<file path="src/rtl/freq_pkg.sv">
// ----------------------------------------------------------------------------
// freq_pkg
// Shared types and constants for the auto-ranging frequency counter
// sequencer: FSM state encoding, range codes and edge-count thresholds.
// No ports.
// ----------------------------------------------------------------------------
package freq_pkg;

    typedef enum logic [1:0] {
        COUNT   = 2'd0,
        EVAL    = 2'd1,
        PRESENT = 2'd2
    } state_e;

    // Range 0 is the longest (most sensitive) window, range 2 the shortest.
    localparam logic [1:0] RANGE_0 = 2'd0;
    localparam logic [1:0] RANGE_1 = 2'd1;
    localparam logic [1:0] RANGE_2 = 2'd2;

    // Edge count saturates one above the largest displayable value so that
    // "overflowed" is distinguishable from a genuine 99.
    localparam logic [6:0] COUNT_SAT       = 7'd100;
    localparam logic [6:0] COUNT_MAX_SHOWN = 7'd99;
    localparam logic [6:0] COUNT_MIN       = 7'd10;

    // Saturating increment of the edge counter.
    function automatic logic [6:0] sat_inc(input logic [6:0] value);
        return (value == COUNT_SAT) ? COUNT_SAT : 7'(value + 7'd1);
    endfunction

endpackage

</file>
<file path="src/rtl/freq_range_controller_if.sv">
// ----------------------------------------------------------------------------
// freq_range_controller_if
// Valid/ready result channel from the range sequencer to the digit
// conversion path.
//   result_valid  reading available (producer -> consumer)
//   result_ready  consumer accepts the reading (consumer -> producer)
//   result_count  edge count 0..99
//   result_range  range the reading was taken in
//   result_over   reading saturated; result_count forced to 99
// ----------------------------------------------------------------------------
interface freq_range_controller_if;

    logic       result_valid;
    logic       result_ready;
    logic [6:0] result_count;
    logic [1:0] result_range;
    logic       result_over;

    modport master (
        output result_valid,
        output result_count,
        output result_range,
        output result_over,
        input  result_ready
    );

    modport slave (
        input  result_valid,
        input  result_count,
        input  result_range,
        input  result_over,
        output result_ready
    );

endinterface

</file>
<file path="src/rtl/gate_timer.sv">
// ----------------------------------------------------------------------------
// gate_timer
// Window clock counter with a per-range period select. Counts while run is
// high and flags the last cycle of the window; returns to 0 on window end
// and whenever run is low.
//   clk          system clock
//   reset        synchronous active-high reset
//   run          counting window open (FSM in COUNT)
//   range        selects PERIOD_R0/R1/R2
//   window_done  high during the last cycle of the window
// ----------------------------------------------------------------------------
module gate_timer
    import freq_pkg::*;
#(
    parameter int unsigned BITS      = 12,
    parameter int unsigned PERIOD_R0 = 1199,
    parameter int unsigned PERIOD_R1 = 119,
    parameter int unsigned PERIOD_R2 = 11
) (
    input  logic       clk,
    input  logic       reset,
    input  logic       run,
    input  logic [1:0] range,
    output logic       window_done
);

    logic [BITS-1:0] r_clk_counter;
    logic [BITS-1:0] w_period;

    // Range 3 never occurs; fall back to the longest window.
    always_comb begin
        w_period = BITS'(PERIOD_R0);
        case (range)
            RANGE_1: w_period = BITS'(PERIOD_R1);
            RANGE_2: w_period = BITS'(PERIOD_R2);
            default: w_period = BITS'(PERIOD_R0);
        endcase
    end

    assign window_done = run && (r_clk_counter == w_period);

    always_ff @(posedge clk) begin
        if (reset) begin
            r_clk_counter <= '0;
        end else if (run && !window_done) begin
            r_clk_counter <= r_clk_counter + 1'b1;
        end else begin
            r_clk_counter <= '0;
        end
    end

endmodule

</file>
<file path="src/rtl/freq_range_controller.sv">
// ----------------------------------------------------------------------------
// freq_range_controller
// Auto-ranging measurement sequencer. Opens a counting gate, counts edge
// pulses, then either re-ranges (discarding the reading) or presents the
// reading on a valid/ready channel.
//   clk         system clock
//   reset       synchronous active-high reset
//   edge_pulse  one-cycle pulse per leading edge of the measured signal
//   hold        freezes auto-ranging (sampled in EVAL only)
//   gate        high while a counting window is open
//   res         result channel (master side)
// ----------------------------------------------------------------------------
module freq_range_controller
    import freq_pkg::*;
#(
    parameter int unsigned BITS      = 12,
    parameter int unsigned PERIOD_R0 = 1199,
    parameter int unsigned PERIOD_R1 = 119,
    parameter int unsigned PERIOD_R2 = 11
) (
    input  logic                    clk,
    input  logic                    reset,
    input  logic                    edge_pulse,
    input  logic                    hold,
    output logic                    gate,
    freq_range_controller_if.master res
);

    state_e     r_state;
    state_e     w_state_next;
    logic [6:0] r_edge_count;
    logic [6:0] w_edge_next;
    logic [1:0] r_range;
    logic [1:0] w_range_next;
    logic       w_load;
    logic       w_run;
    logic       w_window_done;

    logic [6:0] r_result_count;
    logic [1:0] r_result_range;
    logic       r_result_over;

    assign w_run = (r_state == COUNT);

    gate_timer #(
        .BITS      (BITS),
        .PERIOD_R0 (PERIOD_R0),
        .PERIOD_R1 (PERIOD_R1),
        .PERIOD_R2 (PERIOD_R2)
    ) u_timer (
        .clk         (clk),
        .reset       (reset),
        .run         (w_run),
        .range       (r_range),
        .window_done (w_window_done)
    );

    always_comb begin
        w_state_next = r_state;
        w_edge_next  = r_edge_count;
        w_range_next = r_range;
        w_load       = 1'b0;
        unique case (r_state)
            COUNT: begin
                // The edge in the final window cycle still counts.
                if (edge_pulse) begin
                    w_edge_next = sat_inc(r_edge_count);
                end
                if (w_window_done) begin
                    w_state_next = EVAL;
                end
            end
            EVAL: begin
                w_edge_next = '0;
                if ((r_edge_count == COUNT_SAT) && (r_range < RANGE_2) && !hold) begin
                    w_range_next = 2'(r_range + 2'd1);
                    w_state_next = COUNT;
                end else if ((r_edge_count < COUNT_MIN) && (r_range > RANGE_0) && !hold) begin
                    w_range_next = 2'(r_range - 2'd1);
                    w_state_next = COUNT;
                end else begin
                    w_load       = 1'b1;
                    w_state_next = PRESENT;
                end
            end
            PRESENT: begin
                if (res.result_ready) begin
                    w_state_next = COUNT;
                end
            end
            default: begin
                w_state_next = COUNT;
                w_edge_next  = '0;
            end
        endcase
    end

    always_ff @(posedge clk) begin
        if (reset) begin
            r_state        <= COUNT;
            r_edge_count   <= '0;
            r_range        <= RANGE_0;
            r_result_count <= '0;
            r_result_range <= RANGE_0;
            r_result_over  <= 1'b0;
        end else begin
            r_state      <= w_state_next;
            r_edge_count <= w_edge_next;
            r_range      <= w_range_next;
            if (w_load) begin
                r_result_count <= (r_edge_count == COUNT_SAT) ? COUNT_MAX_SHOWN : r_edge_count;
                r_result_range <= r_range;
                r_result_over  <= (r_edge_count == COUNT_SAT);
            end
        end
    end

    // Outputs decode registered state only; ready never reaches an output
    // combinationally.
    assign gate             = (r_state == COUNT);
    assign res.result_valid = (r_state == PRESENT);
    assign res.result_count = r_result_count;
    assign res.result_range = r_result_range;
    assign res.result_over  = r_result_over;

endmodule
</file>
<file path="src/flat_wrapper.sv">
// flat-port wrapper written by rule: the top's interface ports become plain ports
module freq_range_controller_flat import freq_pkg::*;
#(
    parameter int unsigned BITS      = 12,
    parameter int unsigned PERIOD_R0 = 1199,
    parameter int unsigned PERIOD_R1 = 119,
    parameter int unsigned PERIOD_R2 = 11
)
  (clk, reset, edge_pulse, hold, gate, res_result_valid, res_result_count, res_result_range, res_result_over, res_result_ready);
  freq_range_controller_if res_i ();
  input  logic clk;
  input  logic reset;
  input  logic edge_pulse;
  input  logic hold;
  output logic gate;
  output wire logic [$bits(res_i.result_valid)-1:0] res_result_valid;
  output wire logic [$bits(res_i.result_count)-1:0] res_result_count;
  output wire logic [$bits(res_i.result_range)-1:0] res_result_range;
  output wire logic [$bits(res_i.result_over)-1:0] res_result_over;
  input wire logic [$bits(res_i.result_ready)-1:0] res_result_ready;
  assign res_result_valid = res_i.result_valid;
  assign res_result_count = res_i.result_count;
  assign res_result_range = res_i.result_range;
  assign res_result_over = res_i.result_over;
  assign res_i.result_ready = res_result_ready;
  freq_range_controller #(.BITS(BITS), .PERIOD_R0(PERIOD_R0), .PERIOD_R1(PERIOD_R1), .PERIOD_R2(PERIOD_R2)) u_core (.clk(clk), .reset(reset), .edge_pulse(edge_pulse), .hold(hold), .gate(gate), .res(res_i));
endmodule
</file>
<file path="config.mk">
export PLATFORM = sky130hd
export DESIGN_NAME = freq_range_controller_flat
export DESIGN_NICKNAME = d
export VERILOG_FILES = /design/src/rtl/freq_pkg.sv /design/src/rtl/freq_range_controller_if.sv /design/src/rtl/gate_timer.sv /design/src/rtl/freq_range_controller.sv /design/src/flat_wrapper.sv
export SDC_FILE = /design/constraint.sdc
export NUM_CORES = 1
export LEC_CHECK = 0
export CAP_MARGIN = 30
export CORE_AREA = 2 2 58 60
export DETAILED_ROUTE_END_ITERATION = 8
export DIE_AREA = 0 0 60 62
export GPL_TIMING_DRIVEN = 0
export PLACE_DENSITY = 0.76
export RECOVER_POWER = 50
export SKIP_LAST_GASP = 1
export SYNTH_ARGS = -nofsm -noshare
export SYNTH_HDL_FRONTEND = slang
export SYNTH_SLANG_ARGS = --single-unit
</file>
<file path="constraint.sdc">
create_clock -name clk -period 2.6 [get_ports clk]
set_input_delay 0.52 -clock clk [delete_from_list [all_inputs] [get_ports clk]]
set_output_delay 0.52 -clock clk [all_outputs]
set_load 0.02 [all_outputs]
</file>
==> metrics.md <==
| Metric | Value |
|---|---|
| Total detailed-routing wirelength | 3440 um |
| Total power divided by cell area | 435 nW/um^2 |
| Violation count after the first detailed-routing iteration | 80 |
| R2r endpoint | u_core.res.result_count[2]$_SDFFE_PP0P_ |
| Delay of the slowest cell on the worst path | 450 ps |
| Count of distinct cell types in the synthesized netlist | 41 |
| Most instantiated flip-flop cell in the synthesis netlist | sky130_fd_sc_hd__dfxtp_1 |
| Slowest cell on the critical path | sky130_fd_sc_hd__or4_4 |
| Number of nets still failing antenna checks after routing | 0 |
| Row Count | 21 |
| Number of standard cells after synthesis | 185 |
| Max Transition Viols Final | 0 |
| Latest clock arrival within the worst-skew pair | 340 ps |
| Time the final worst path needs with I/O delays and setup | 2260 ps |
| Largest cells by area after synthesis | sky130_fd_sc_hd__dfxtp_1, sky130_fd_sc_hd__ha_1, sky130_fd_sc_hd__nor2_1 |
| TritonCTS clock tree | built |
| CTS HTree Levels | 2 |
| CTS clk-pin slew, worst paths | 100 ps |
| Cell area after technology mapping | 1660 um^2 |
| Vias in the first global route | 1387 |
| Post-CTS Hold Fix Bufs | 0 |
| Max transition margin | 65.6% |
| Cells traversed along the worst timing path | inv_1 -> ha_1 -> or4_4 -> o31ai_4 -> clkbuf_1 -> nor4b_1 -> a31o_1 |
| Critical path endpoint | u_core.res.result_count[2]$_SDFFE_PP0P_ |
| Max-cap violations | 0 |
| Initial antenna violation count | 0 |
| Most frequent standard cell in the layout excluding fill and tap cells | sky130_fd_sc_hd__dfxtp_1 |
| TNS Setup | 0 ps |
| Total power draw | 832 uW |
| First-pass DRT Iterations | 4 |
| Yosys top cell area share | 39.7% |
| Core region area | 3180 um^2 |
| Detailed placement HPWL | 2530 um |
| Hold Slack | 478 ps |
| Peak clock frequency supported by timing | 442 MHz |
| Antenna Cells | 0 |
| Post-route core utilization | 60.1% |
| Starting density of the core | 52.3% |
| Worst min-delay path category | flop to flop |
| Vias per cell | 5.65 |
| Maximum fanout along the worst path | 10 |
| Top library cells by usage in the layout, fill and taps aside | sky130_fd_sc_hd__dfxtp_1, sky130_fd_sc_hd__nor2_1, sky130_fd_sc_hd__a21oi_1, sky130_fd_sc_hd__dlygate4sd3_1, sky130_fd_sc_hd__nand2_1 |
| Share of the clock period used by the worst path after layout | 87.0% |
| RSZ-0062 raised after global routing | no |
| Cell type with the largest total area after synthesis | sky130_fd_sc_hd__dfxtp_1 |
| Mean instance size in the synthesized netlist | 8.99 um^2 |
| Num CTS Buffers | 5 |
| Worst ir drop on vdd | 0.000301 V |
| Global-route wire length before repair | 5890 um |
| Num Clock Sinks | 33 |
| Number of enable flip-flop cells after synthesis | 0 |
| Buffers inserted by post-CTS timing repair | 0 |
| Final design area excluding fillers | 1910 um^2 |
| Async set-or-reset flop fraction in the synthesized netlist | 0% |
| Worst-case setup margin in the final layout | 338 ps |
| Clock Tree Root | sky130_fd_sc_hd__clkbuf_4 |
| Maximum count of clock buffers along a single path | 2 |
| Launch point of the critical path | u_core.r_range[1]$_SDFFE_PP0P_ |
| Transition at the pin with the smallest max-transition slack | 516 ps |
| Number of warning messages in the yosys log | 0 |
| Post-detailed-route DRC marker count | 0 |
| Layout cell share with drive strength beyond 1 | 8.17% |
| Weighted congestion at the end of routability-driven global placement | 0.788 |
| Area growth from synthesis to final layout | 15.0% |
| Post-Place Setup Slack | 203 ps |
| Flop and latch count out of synthesis | 33 |
| Number of cells upsized or downsized after cts | 0 |
| Count of buffers inserted at the top-level ports | 15 |
| Reg2reg start | u_core.r_range[1]$_SDFFE_PP0P_ |
| Cell leakage power | 0.681 nW |
| Full die area | 3720 um^2 |
| Post-route non-filler standard cell count | 254 |
| Count of endpoints failing setup in the final report | 0 |
| Setup Skew | 14.6 ps |
| Total placed instance area | 1870 um^2 |
| Mapped Nets | 197 |
| FF-to-FF path depth | 7 |
| Inst Count DP | 246 |
| Width of the die | 60 um |
| Worst endpoint required time | 2850 ps |
| Final-stage net count | 219 |
| Routed vias | 1435 |
| Die outline height | 62 um |
| Aggregate global-route resource usage | 21.7% |
| Worst setup path category | flop to flop |
| Endpoints failing hold | 0 |
| Pin count of the biggest net entering global routing | 11 |
| Data arrival time of the worst path | 2510 ps |
| Wire length per cell after detailed routing | 13.5 um |
| Startpoint type of the worst setup path | flop |
| Worst reg-to-reg setup slack | 340 ps |
| Endpoint type of the worst setup path | flop |
| Part of the Yosys area used for sequential elements | 39.7% |
| Result of the run | complete, no violations |
| Total congestion overflow | 0 |
| Top-level I/O count | 17 |
sequential cells by signal (all words and copies together) (netlist names):
name,flops
u_core.res.result_count,7
u_core.r_range,2
u_core.res.result_range,2
u_core.r_edge_count,7
u_core.r_state,2
u_core.u_timer.r_clk_counter,12
u_core.res.result_over,1
synth_stat cells, types with 2 or more instances:
cell	count
sky130_fd_sc_hd__a21oi_1	11
sky130_fd_sc_hd__a31o_1	2
sky130_fd_sc_hd__a31oi_1	3
sky130_fd_sc_hd__and3_1	2
sky130_fd_sc_hd__and3b_1	2
sky130_fd_sc_hd__buf_6	3
sky130_fd_sc_hd__clkbuf_1	5
sky130_fd_sc_hd__dfxtp_1	33
sky130_fd_sc_hd__ha_1	7
sky130_fd_sc_hd__inv_1	6
sky130_fd_sc_hd__nand2_1	10
sky130_fd_sc_hd__nand2b_1	4
sky130_fd_sc_hd__nand3_1	8
sky130_fd_sc_hd__nand4_1	2
sky130_fd_sc_hd__nand4b_1	3
sky130_fd_sc_hd__nor2_1	21
sky130_fd_sc_hd__nor2b_1	2
sky130_fd_sc_hd__nor3_1	7
sky130_fd_sc_hd__nor4_1	2
sky130_fd_sc_hd__nor4b_1	3
sky130_fd_sc_hd__o211ai_1	3
sky130_fd_sc_hd__o21ai_0	8
sky130_fd_sc_hd__o21bai_1	2
sky130_fd_sc_hd__o311a_1	2
sky130_fd_sc_hd__or3b_2	6
sky130_fd_sc_hd__or4_1	2
sky130_fd_sc_hd__xnor2_1	7
sky130_fd_sc_hd__xor2_1	6
metal layers:
metal  global-route usage [%]  part of all wire, %
met1                     23.1                   43
met2                     39.0                   50
met3                     5.80                  4.4
met4                     12.1                  2.5
met5                        0                    0
critical path, delay by kind of cell (launching register included):
family / cells / cell delay, ps
buffers and inverters: 2 / 490
flip-flops: 1 / 400
AND/OR/NAND/NOR: 2 / 560
adder cells (fa/ha/maj): 1 / 190
AO/OA/AOI/OAI: 2 / 520
worst min-delay path by stage:
stage          slack (ps)                                        from  depth (start not counted)                                         end
6_report              480  u_core.u_timer.r_clk_counter[0]$_SDFF_PP0_                          1  u_core.u_timer.r_clk_counter[0]$_SDFF_PP0_
5_1_grt               500     u_core.res.result_count[5]$_SDFFE_PP0P_                          2     u_core.res.result_count[5]$_SDFFE_PP0P_
4_1_cts               490     u_core.res.result_count[6]$_SDFFE_PP0P_                          2     u_core.res.result_count[6]$_SDFFE_PP0P_
3_5_place_dp          470  u_core.u_timer.r_clk_counter[0]$_SDFF_PP0_                          1  u_core.u_timer.r_clk_counter[0]$_SDFF_PP0_
3_3_place_gp          440  u_core.u_timer.r_clk_counter[0]$_SDFF_PP0_                          1  u_core.u_timer.r_clk_counter[0]$_SDFF_PP0_
2_1_floorplan         430  u_core.u_timer.r_clk_counter[0]$_SDFF_PP0_                          1  u_core.u_timer.r_clk_counter[0]$_SDFF_PP0_
area by class of cell:
class	instances	area (um^2)
Inverter	6	22.5
Timing Repair Buffer	15	150
Buffer	8	45.0
Clock buffer	8	48.8
Fill cell	278	1270
Multi-Input combinational cell	138	927
Tap cell	46	57.6
Sequential cell	33	661
power by group:
| part | switching (mW) | internal, mW | leakage [nW] | total (mW) |
|---|---|---|---|---|
| sequential | 0.00857 | 0.512 | 0.267 | 0.520 |
| combinational | 0.0225 | 0.0162 | 0.387 | 0.0386 |
| clock | 0.166 | 0.108 | 0.0265 | 0.273 |
logic make-up (layout without fill, tap and decap cells):
logic type / after synthesis / in the layout / synth area share [%]
adders and majority gates: 7 / 7 / 5.27
muxes: 1 / 1 / 0.602
DFF: 33 / 33 / 39.7
xor gates and xnor gates: 13 / 13 / 6.85
and+or+nand+nor: 82 / 82 / 29.0
buffers and inverters: 14 / 37 / 4.51
AOI/OAI and AO/OA: 35 / 35 / 14.0
(Power assumes the default switching activity.)
